## src/rtl/mem_bus_arbiter.sv

```systemverilog
// mem_bus_arbiter: shares one synchronous RAM port between the CPU and the DMA
// master. Round-robin with a bounded tenure under contention; grants and read
// valids are registered, the RAM address/data/we mux is combinational.
module mem_bus_arbiter #(
  parameter int ADDR_W    = 16,
  parameter int DATA_W    = 8,
  parameter int MAX_BURST = 4   // 1..15
) (
  input  logic              clk,
  input  logic              reset,      // async, active low
  input  logic              cpu_req,
  input  logic              cpu_we,
  input  logic [ADDR_W-1:0] cpu_addr,
  input  logic [DATA_W-1:0] cpu_wdata,
  output logic              cpu_gnt,
  output logic [DATA_W-1:0] cpu_rdata,
  output logic              cpu_rvalid,
  input  logic              dma_req,
  input  logic              dma_we,
  input  logic [ADDR_W-1:0] dma_addr,
  input  logic [DATA_W-1:0] dma_wdata,
  output logic              dma_gnt,
  output logic [DATA_W-1:0] dma_rdata,
  output logic              dma_rvalid,
  output logic              mem_en,
  output logic              mem_we,
  output logic [ADDR_W-1:0] mem_addr,
  output logic [DATA_W-1:0] mem_wdata,
  input  logic [DATA_W-1:0] mem_rdata,
  output logic [1:0]        owner_out
);

  typedef enum logic [1:0] {
    OWN_NONE = 2'd0,
    OWN_CPU  = 2'd1,
    OWN_DMA  = 2'd2
  } owner_t;

  localparam logic [4:0] MAX_B = 5'(MAX_BURST);

  owner_t     owner, owner_nxt;
  logic       last_dma, last_dma_nxt;   // 1 = DMA was served last
  logic [3:0] count, count_nxt;
  logic [4:0] count_inc;
  logic       burst_end;

  assign count_inc = {1'b0, count} + 5'd1;
  // >= also covers the saturated case where the other master arrives late
  assign burst_end = (count_inc >= MAX_B);

  // Next owner / tenure bookkeeping
  always_comb begin
    owner_nxt    = owner;
    last_dma_nxt = last_dma;
    count_nxt    = count;
    case (owner)
      OWN_NONE: begin
        count_nxt = 4'd0;
        if (cpu_req && (!dma_req || last_dma)) owner_nxt = OWN_CPU;
        else if (dma_req)                      owner_nxt = OWN_DMA;
      end
      OWN_CPU: begin
        if (!cpu_req) begin
          owner_nxt    = OWN_NONE;
          last_dma_nxt = 1'b0;
          count_nxt    = 4'd0;
        end else if (dma_req && burst_end) begin
          owner_nxt    = OWN_DMA;
          last_dma_nxt = 1'b0;
          count_nxt    = 4'd0;
        end else if (count_inc <= MAX_B) begin
          count_nxt = count_inc[3:0];
        end
      end
      OWN_DMA: begin
        if (!dma_req) begin
          owner_nxt    = OWN_NONE;
          last_dma_nxt = 1'b1;
          count_nxt    = 4'd0;
        end else if (cpu_req && burst_end) begin
          owner_nxt    = OWN_CPU;
          last_dma_nxt = 1'b1;
          count_nxt    = 4'd0;
        end else if (count_inc <= MAX_B) begin
          count_nxt = count_inc[3:0];
        end
      end
      default: owner_nxt = OWN_NONE;
    endcase
  end

  // Owner state, decoded grants and one-cycle read valids
  always_ff @(posedge clk or negedge reset) begin
    if (!reset) begin
      owner      <= OWN_NONE;
      last_dma   <= 1'b1;
      count      <= 4'd0;
      cpu_gnt    <= 1'b0;
      dma_gnt    <= 1'b0;
      cpu_rvalid <= 1'b0;
      dma_rvalid <= 1'b0;
    end else begin
      owner      <= owner_nxt;
      last_dma   <= last_dma_nxt;
      count      <= count_nxt;
      cpu_gnt    <= (owner_nxt == OWN_CPU);
      dma_gnt    <= (owner_nxt == OWN_DMA);
      cpu_rvalid <= cpu_req & cpu_gnt & ~cpu_we;
      dma_rvalid <= dma_req & dma_gnt & ~dma_we;
    end
  end

  // RAM port mux from the current owner; quiet bus when nobody owns it
  always_comb begin
    mem_en    = 1'b0;
    mem_we    = 1'b0;
    mem_addr  = '0;
    mem_wdata = '0;
    case (owner)
      OWN_CPU: begin
        mem_en    = cpu_req;
        mem_we    = cpu_req & cpu_we;
        mem_addr  = cpu_addr;
        mem_wdata = cpu_wdata;
      end
      OWN_DMA: begin
        mem_en    = dma_req;
        mem_we    = dma_req & dma_we;
        mem_addr  = dma_addr;
        mem_wdata = dma_wdata;
      end
      default: ;
    endcase
  end

  assign cpu_rdata = mem_rdata;
  assign dma_rdata = mem_rdata;
  assign owner_out = owner;

endmodule

```

## config.mk

```make
export PLATFORM = sky130hd
export DESIGN_NAME = mem_bus_arbiter
export DESIGN_NICKNAME = d
export VERILOG_FILES = /design/src/rtl/mem_bus_arbiter.sv
export SDC_FILE = /design/constraint.sdc
export NUM_CORES = 1
export LEC_CHECK = 0
export ABC_AREA = 1
export BUFFER_PORTS_ARGS = -buffer_cell sky130_fd_sc_hd__buf_2
export CORE_ASPECT_RATIO = 0.9
export CORE_MARGIN = 10
export CORE_UTILIZATION = 40
export DETAILED_ROUTE_END_ITERATION = 6
export PLACE_DENSITY = 0.87
export SLEW_MARGIN = 40
export SYNTH_ARGS = -nofsm -noshare
export SYNTH_HDL_FRONTEND = slang
export SYNTH_SLANG_ARGS = --single-unit
```

## constraint.sdc

```tcl
create_clock -name clk -period 2.9 [get_ports clk]
set_input_delay 0 -clock clk [delete_from_list [all_inputs] [get_ports clk]]
set_output_delay 0 -clock clk [all_outputs]
set_load 0.05 [all_outputs]
```

==> results of run 1 <==
worst register-to-register path: cells and delay by family (launching register included):
kind                       cells  cell delay, ns
buffers and inverters          2            0.27
adders and majority gates      1            0.48
and+or+nand+nor                5            0.53
DFF                            1            0.42
synthesized netlist by cell type (2+ instances only):
cell	instances
inv_1	12
clkbuf_1	4
buf_2	3
a21oi_1	26
dfrtp_1	10
ha_1	6
nand2_2	4
o21ai_0	3
nor2_1	6
nand2_1	82
o21ai_1	2
nand3_1	7
buf_4	16
nand4_1	2
flip-flops by register name, summed over array words and instances, names as in the netlist:
name	cells
dma_rvalid	1
last_dma	1
owner_out	2
cpu_rvalid	1
cpu_gnt	1
dma_gnt	1
count	4
metrics by stage:
stage	std cells	utilization [%]
after detailed placement	295	54.6
final	304	57.3
after global routing	304	57.3
after floorplan	191	-
after CTS	304	57.3
after global placement	295	54.6
cell usage in the layout (no fill, tap or decap):
master         Yosys  final
dlygate4sd3_1      0      5
a21oi_1           26     26
nand3_1            7      7
o21ai_0            3      3
ha_1               6      6
dfstp_2            1      1
nand2_1           82     82
clkbuf_1           4      1
o22ai_1            1      1
buf_2              3     85
o21ai_1            2      2
dfrtp_1           10     10
inv_1             12     12
o211ai_1           1      1
clkbuf_4           0      3
nor2_1             6      6
buf_4             16      3
nand3_4            1      1
nand2_2            4      4
clkinv_1           1      1
nand3b_1           1      1
inv_2              1      1
nand4_1            2      2
kinds of logic (layout without fill, tap and decap cells):
kind of cell	count (synthesis)	in the layout	share of synthesized area (%)
fa+ha+maj	6	6	6.50
flops	11	11	23.9
compound gates	33	33	14.6
buf+inv	38	111	17.9
simple gates	103	103	37.1
worst max-delay path by stage:
stage	startpoint	slack, ns	endpoint	depth (start not counted)
6_report	owner_out[0]$_DFF_PN0_	0.85	mem_addr[15]	6
5_1_grt	owner_out[0]$_DFF_PN0_	0.70	mem_addr[2]	6
4_1_cts	owner_out[0]$_DFF_PN0_	0.85	mem_addr[15]	6
3_5_place_dp	owner_out[0]$_DFF_PN0_	1.15	mem_addr[15]	6
3_3_place_gp	owner_out[0]$_DFF_PN0_	1.19	mem_addr[14]	6
2_1_floorplan	owner_out[0]$_DFF_PN0_	0.60	mem_addr[0]	5
metal layers:
metal	GRT usage (%)	wire length, µm
met5	0	0
met4	5.57	73
met3	6.31	463
met2	19.8	1610
met1	15.5	1620
power breakdown:
part           total, mW  internal [mW]  switching [mW]
logic               1.09          0.259           0.835
registers          0.228          0.195          0.0335
clock network      0.103         0.0532          0.0499
total               1.43          0.507           0.918
timing repair:
| item | 4_1_cts | 5_1_grt |
|---|---|---|
| endpoints found under the hold margin | 13 | 0 |
| hold buffers | 5 | 0 |
| setup endpoints to repair | 0 | 0 |
| buffers inserted | 0 | 0 |
| gates resized for setup | 0 | 0 |
cell type report:
type / count / area (µm²)
inverter: 14 / 52.6
tap: 40 / 50.0
multi-input combinational: 142 / 672
sequential: 11 / 277
clock buffer: 4 / 26.3
fill: 290 / 1170
timing repair buffer: 93 / 498
==> reports/results.ini, run 1 <==
[outcome]
status=finished clean

[worst_setup_path]
cp_max_fo=14
rrSetupSlack_ns=1.13
r2r-start=owner_out[0]$_DFF_PN0_
reg2reg_depth=8
critPathTopFamily=buffers and inverters
cp.arrival_ns=2.05
criticalPathCategory=reg2out
crit_chain=inv_1 -> ha_1 -> buf_4 -> nand2_1 -> a21oi_1 -> buf_2
worst-path-buf-inv=3
crit_path_start_kind=flip-flop
r2r-end=dma_gnt$_DFF_PN0_
crit_required_ns=2.90
cp-end-kind=primary output
slowest_delay_ns=0.48
critPathSlowestCell=ha_1

[yosys]
syn_inst=191
synth_top_area_share_pct=26.7
synth_area_um2=1150
async_flop_share_pct=100
yosys.area.top_type=nand2_1
synth_ff_type=dfrtp_1
seq_area_frac_synth_pct=23.9
synth_seq_cells=11
syn-mean-instance-area_um2=6.05
synth_area_leaders=nand2_1, dfrtp_1, a21oi_1
synth.net_count=259
synth_cell_type_count=22
synth_edf_count=0
yosys_warnings=0

[floorplanning]
ios=110
coreArea_um2=2750
die_h_um=71.0
dieWidth_um=76.6
die_area_um2=5440
start_util_pct=42.0
num_rows=18

[power]
p_leak_nw=0.898
p_per_area_nw_per_um2=905
peakVddDrop_mv=0.473
finalPower_mw=1.43

[timing]
finalCriticalPeriod_ns=2.05
setup_ws_ns=0.855
whs_ns=0.0000258
final_hold_viol_count=0
final_max_slew_viol_count=0
fmax_mhz=489
finalSetupViolations=0
relSlewSlack_pct=66.7
worst_pin_slew_ns=0.499
finClkSkew_ns=0.00171
rsz0062_at_grt=false
period_share_pct=70.5
fin_setup_tns_ns=0

[min_path]
hold_depth=0
hold_path_class=in2out
holdPathEnd=dma_rdata[1]
hp-start=mem_rdata[1]

[clock_network]
clkTransAtPathRegs_ns=0.07
clkLatencyLatePin_ns=0.26
numCtsBuffers=3
ctsHtreeMaxLevel=1
numClockSinks=11
clk_path_buf_depth=2
cts_tree=done
root_buffer=clkbuf_4

[place]
gp_congestion=0.857
post-place-ws_ns=1.15
dp_hpwl_mm=3.20
place_area_um2=1500
portBuffers=85

[route]
drt_iter0_markers=85
vias=1403
drcViolationCount=0
wl_per_cell_um=12.4
via_per_inst=4.62
final_antenna_net_count=0
drtPass1Iterations=4
wirelength_mm=3.77

[global_routing]
antenna_found_initial=0
grt_pass1_wl_mm=5.98
grt_pass1_vias=1339
grt_max_degree=25
grtUsageTotal_pct=13.1
overflow=0

[layout]
drive_above_1_share_pct=37.1
diodes=0
layout.nets=333
synthToLayoutAreaGrowth_pct=36.4
final_cell_area_um2=1580

[run]
drv_cap=0

Power figures use the tool's default switching activity.
==> run 2: changes to the inputs <==
--- a/config.mk
+++ b/config.mk
@@ -9,9 +9,9 @@
 export BUFFER_PORTS_ARGS = -buffer_cell sky130_fd_sc_hd__buf_2
 export CORE_ASPECT_RATIO = 0.9
 export CORE_MARGIN = 10
-export CORE_UTILIZATION = 40
+export CORE_UTILIZATION = 33
 export DETAILED_ROUTE_END_ITERATION = 6
-export PLACE_DENSITY = 0.87
+export PLACE_DENSITY = 0.77
 export SLEW_MARGIN = 40
 export SYNTH_ARGS = -nofsm -noshare
 export SYNTH_HDL_FRONTEND = slang
==> constraint.sdc (replaced) <==
create_clock -name clk -period 1.73 [get_ports clk]
set_input_delay 0 -clock clk [delete_from_list [all_inputs] [get_ports clk]]
set_output_delay 0 -clock clk [all_outputs]
set_load 0.05 [all_outputs]
==> reports/results.ini, run 2 (synthesized netlist as in run 1, its figures left out) <==
[place]
gp_congestion=0.803  ; was 0.857
dp_hpwl_mm=3.40  ; was 3.20 mm
portBuffers=85  ; unchanged
place_area_um2=1780  ; was 1500 µm²

[route]
wirelength_mm=4.28  ; was 3.77 mm
drt_iter0_markers=58  ; was 85
via_per_inst=4.70  ; was 4.62
wl_per_cell_um=13.9  ; was 12.4 µm
vias=1452  ; was 1,403
final_antenna_net_count=0  ; unchanged
drcViolationCount=0  ; unchanged
drtPass1Iterations=4  ; unchanged

[worst_setup_path]
rrSetupSlack_ns=0.22  ; was 1.13 ns
criticalPathCategory=reg2out  ; unchanged
cp_max_fo=5  ; was 14
cp-end-kind=primary output  ; unchanged
reg2reg_depth=11  ; was 8
crit_path_start_kind=flip-flop  ; unchanged
r2r-start=count[0]$_DFFE_PN0P_  ; was owner_out[0]$_DFF_PN0_
crit_required_ns=1.73  ; was 2.90 ns
cp.arrival_ns=1.66  ; was 2.05 ns
r2r-end=cpu_gnt$_DFF_PN0_  ; was dma_gnt$_DFF_PN0_

[power]
finalPower_mw=3.31  ; was 1.43 mW
p_leak_nw=0.937  ; was 0.898 nW
p_per_area_nw_per_um2=1670  ; was 905 nW/µm²
peakVddDrop_mv=0.818  ; was 0.473 mV

[layout]
layout.nets=334  ; was 333
multiInputGateArea_um2=910  ; was 672 µm²
diodes=0  ; unchanged
largest-register=count  ; unchanged
synthToLayoutAreaGrowth_pct=71.2  ; was 36.4%
seqCellArea_um2=279  ; was 277 µm²
drive_above_1_share_pct=49.4  ; was 37.1%
largest_register_ffs=4  ; unchanged
final_cell_area_um2=1980  ; was 1580 µm²
fillers=343  ; was 290
final_common_cell=nand2_1  ; was buf_2
final_cell_mix=nand2_1, buf_2, a21oi_4  ; was buf_2, nand2_1, a21oi_1

[min_path]
hold_depth=0  ; unchanged
hold_path_class=in2out  ; unchanged
holdPathEnd=dma_rdata[2]  ; was dma_rdata[1]
hp-start=mem_rdata[2]  ; was mem_rdata[1]

[floorplanning]
die_area_um2=6270  ; was 5440 µm²
num_rows=20  ; was 18
coreArea_um2=3380  ; was 2750 µm²
start_util_pct=34.2  ; was 42.0%
ios=110  ; unchanged
die_h_um=76.1  ; was 71.0 µm
dieWidth_um=82.4  ; was 76.6 µm

[clock_network]
numCtsBuffers=3  ; unchanged
root_buffer=clkbuf_8  ; was clkbuf_4
clk_path_buf_depth=2  ; unchanged
clkTransAtPathRegs_ns=0.05  ; was 0.07 ns
cts_tree=done  ; unchanged
ctsHtreeMaxLevel=1  ; unchanged
clkLatencyLatePin_ns=0.24  ; was 0.26 ns
numClockSinks=11  ; unchanged

[global_routing]
grt_pass1_wl_mm=6.60  ; was 5.98 mm
grt_max_degree=26  ; was 25
grtUsageTotal_pct=12.7  ; was 13.1%
grt_pass1_vias=1512  ; was 1,339
overflow=0  ; unchanged
antenna_found_initial=0  ; unchanged

[run]
drv_cap=0  ; unchanged

[timing]
rsz0062_at_grt=true  ; was false
finClkSkew_ns=0.00203  ; was 0.00171 ns
final_max_slew_viol_count=0  ; unchanged
finalSetupViolations=0  ; unchanged
final_hold_viol_count=0  ; unchanged
worst_pin_slew_ns=0.265  ; was 0.499 ns
relSlewSlack_pct=82.5  ; was 66.7%
period_share_pct=95.9
fmax_mhz=603
finalCriticalPeriod_ns=1.66

[outcome]
status=finished clean  ; unchanged

## run 2: cell types whose count changed in the layout (fill, tap and decap cells not counted), sizes merged
cell         previous run  this run
buf                    88        87
dlygate4sd3             5         3
clkbuf                  4         7
inv                    13        14
## run 2: per-layer routing
| metal | track usage, % | part of all wire [%] |
|---|---|---|
| met3 | 6.49 | 13 |
| met2 | 20.4 | 49 |
| met4 | 4.42 | 0.68 |
| met1 | 13.7 | 38 |
| met5 | 0 | 0 |
## run 2: final cells by class
cell class	instances	area share [%]
inverters	14	2.78
clock buffers	3	2.09
flip-flops and latches	11	14.1
clock inverters	1	0.253
multi-input cells	142	46.0
well taps	44	2.78
repair buffers	94	32.0
## run 2: how the worst max path moves through the flow
| stage | start | endpoint | slack [ns] | cells after the start |
|---|---|---|---|---|
| detailed placement | count[0]$_DFFE_PN0P_ | count[0]$_DFFE_PN0P_ | 0.21 | 10 |
| finish | owner_out[0]$_DFF_PN0_ | mem_we | 0.07 | 7 |
| CTS | owner_out[0]$_DFF_PN0_ | mem_addr[10] | -0.0000002 | 6 |
| global route | owner_out[1]$_DFF_PN0_ | mem_wdata[7] | -0.02 | 6 |
| floorplan | owner_out[0]$_DFF_PN0_ | mem_addr[7] | -0.21 | 4 |
| global placement | count[0]$_DFFE_PN0P_ | cpu_gnt$_DFF_PN0_ | 0.24 | 11 |
## run 2: per-stage QoR
stage / setup slack [ns] / utilization [%] / TNS, ns / std cells / hold slack [ns]
global route: -0.0235 / 58.5 / -0.0318 / 309 / 0.000204
detailed placement: 0.213 / 52.7 / 0 / 301 / -0.120
global placement: 0.241 / 52.7 / 0 / 301 / -0.121
finish: 0.0712 / 58.5 / 0 / 309 / 0.0000311
floorplan: -0.211 / - / -2.20 / 191 / -0.296
CTS: -0.000000222 / 55.4 / 0 / 308 / 0.000498
## run 2: worst max-delay path: stages (launching register included)
cell     delay (ns)
dfrtp_2        0.43
inv_1          0.12
ha_1           0.22
nand2_1        0.14
inv_2          0.12
nand2_1        0.09
a21oi_4        0.13
buf_6          0.17
## run 2: where the power goes
part	internal, mW	switching (mW)
Combinational	0.861	1.80
Clock	0.158	0.0939
Sequential	0.332	0.0589
Total	1.35	1.95
## run 2: repair_timing
action                                  in CTS  in global routing
endpoints found under the setup margin       6                 25
cloned                                       0                  1
buffers inserted                             0                  0
endpoints found under the hold margin       13                  0
pin swaps                                    0                  0
resized for setup                            6                 47
hold buffers                                 3                  0
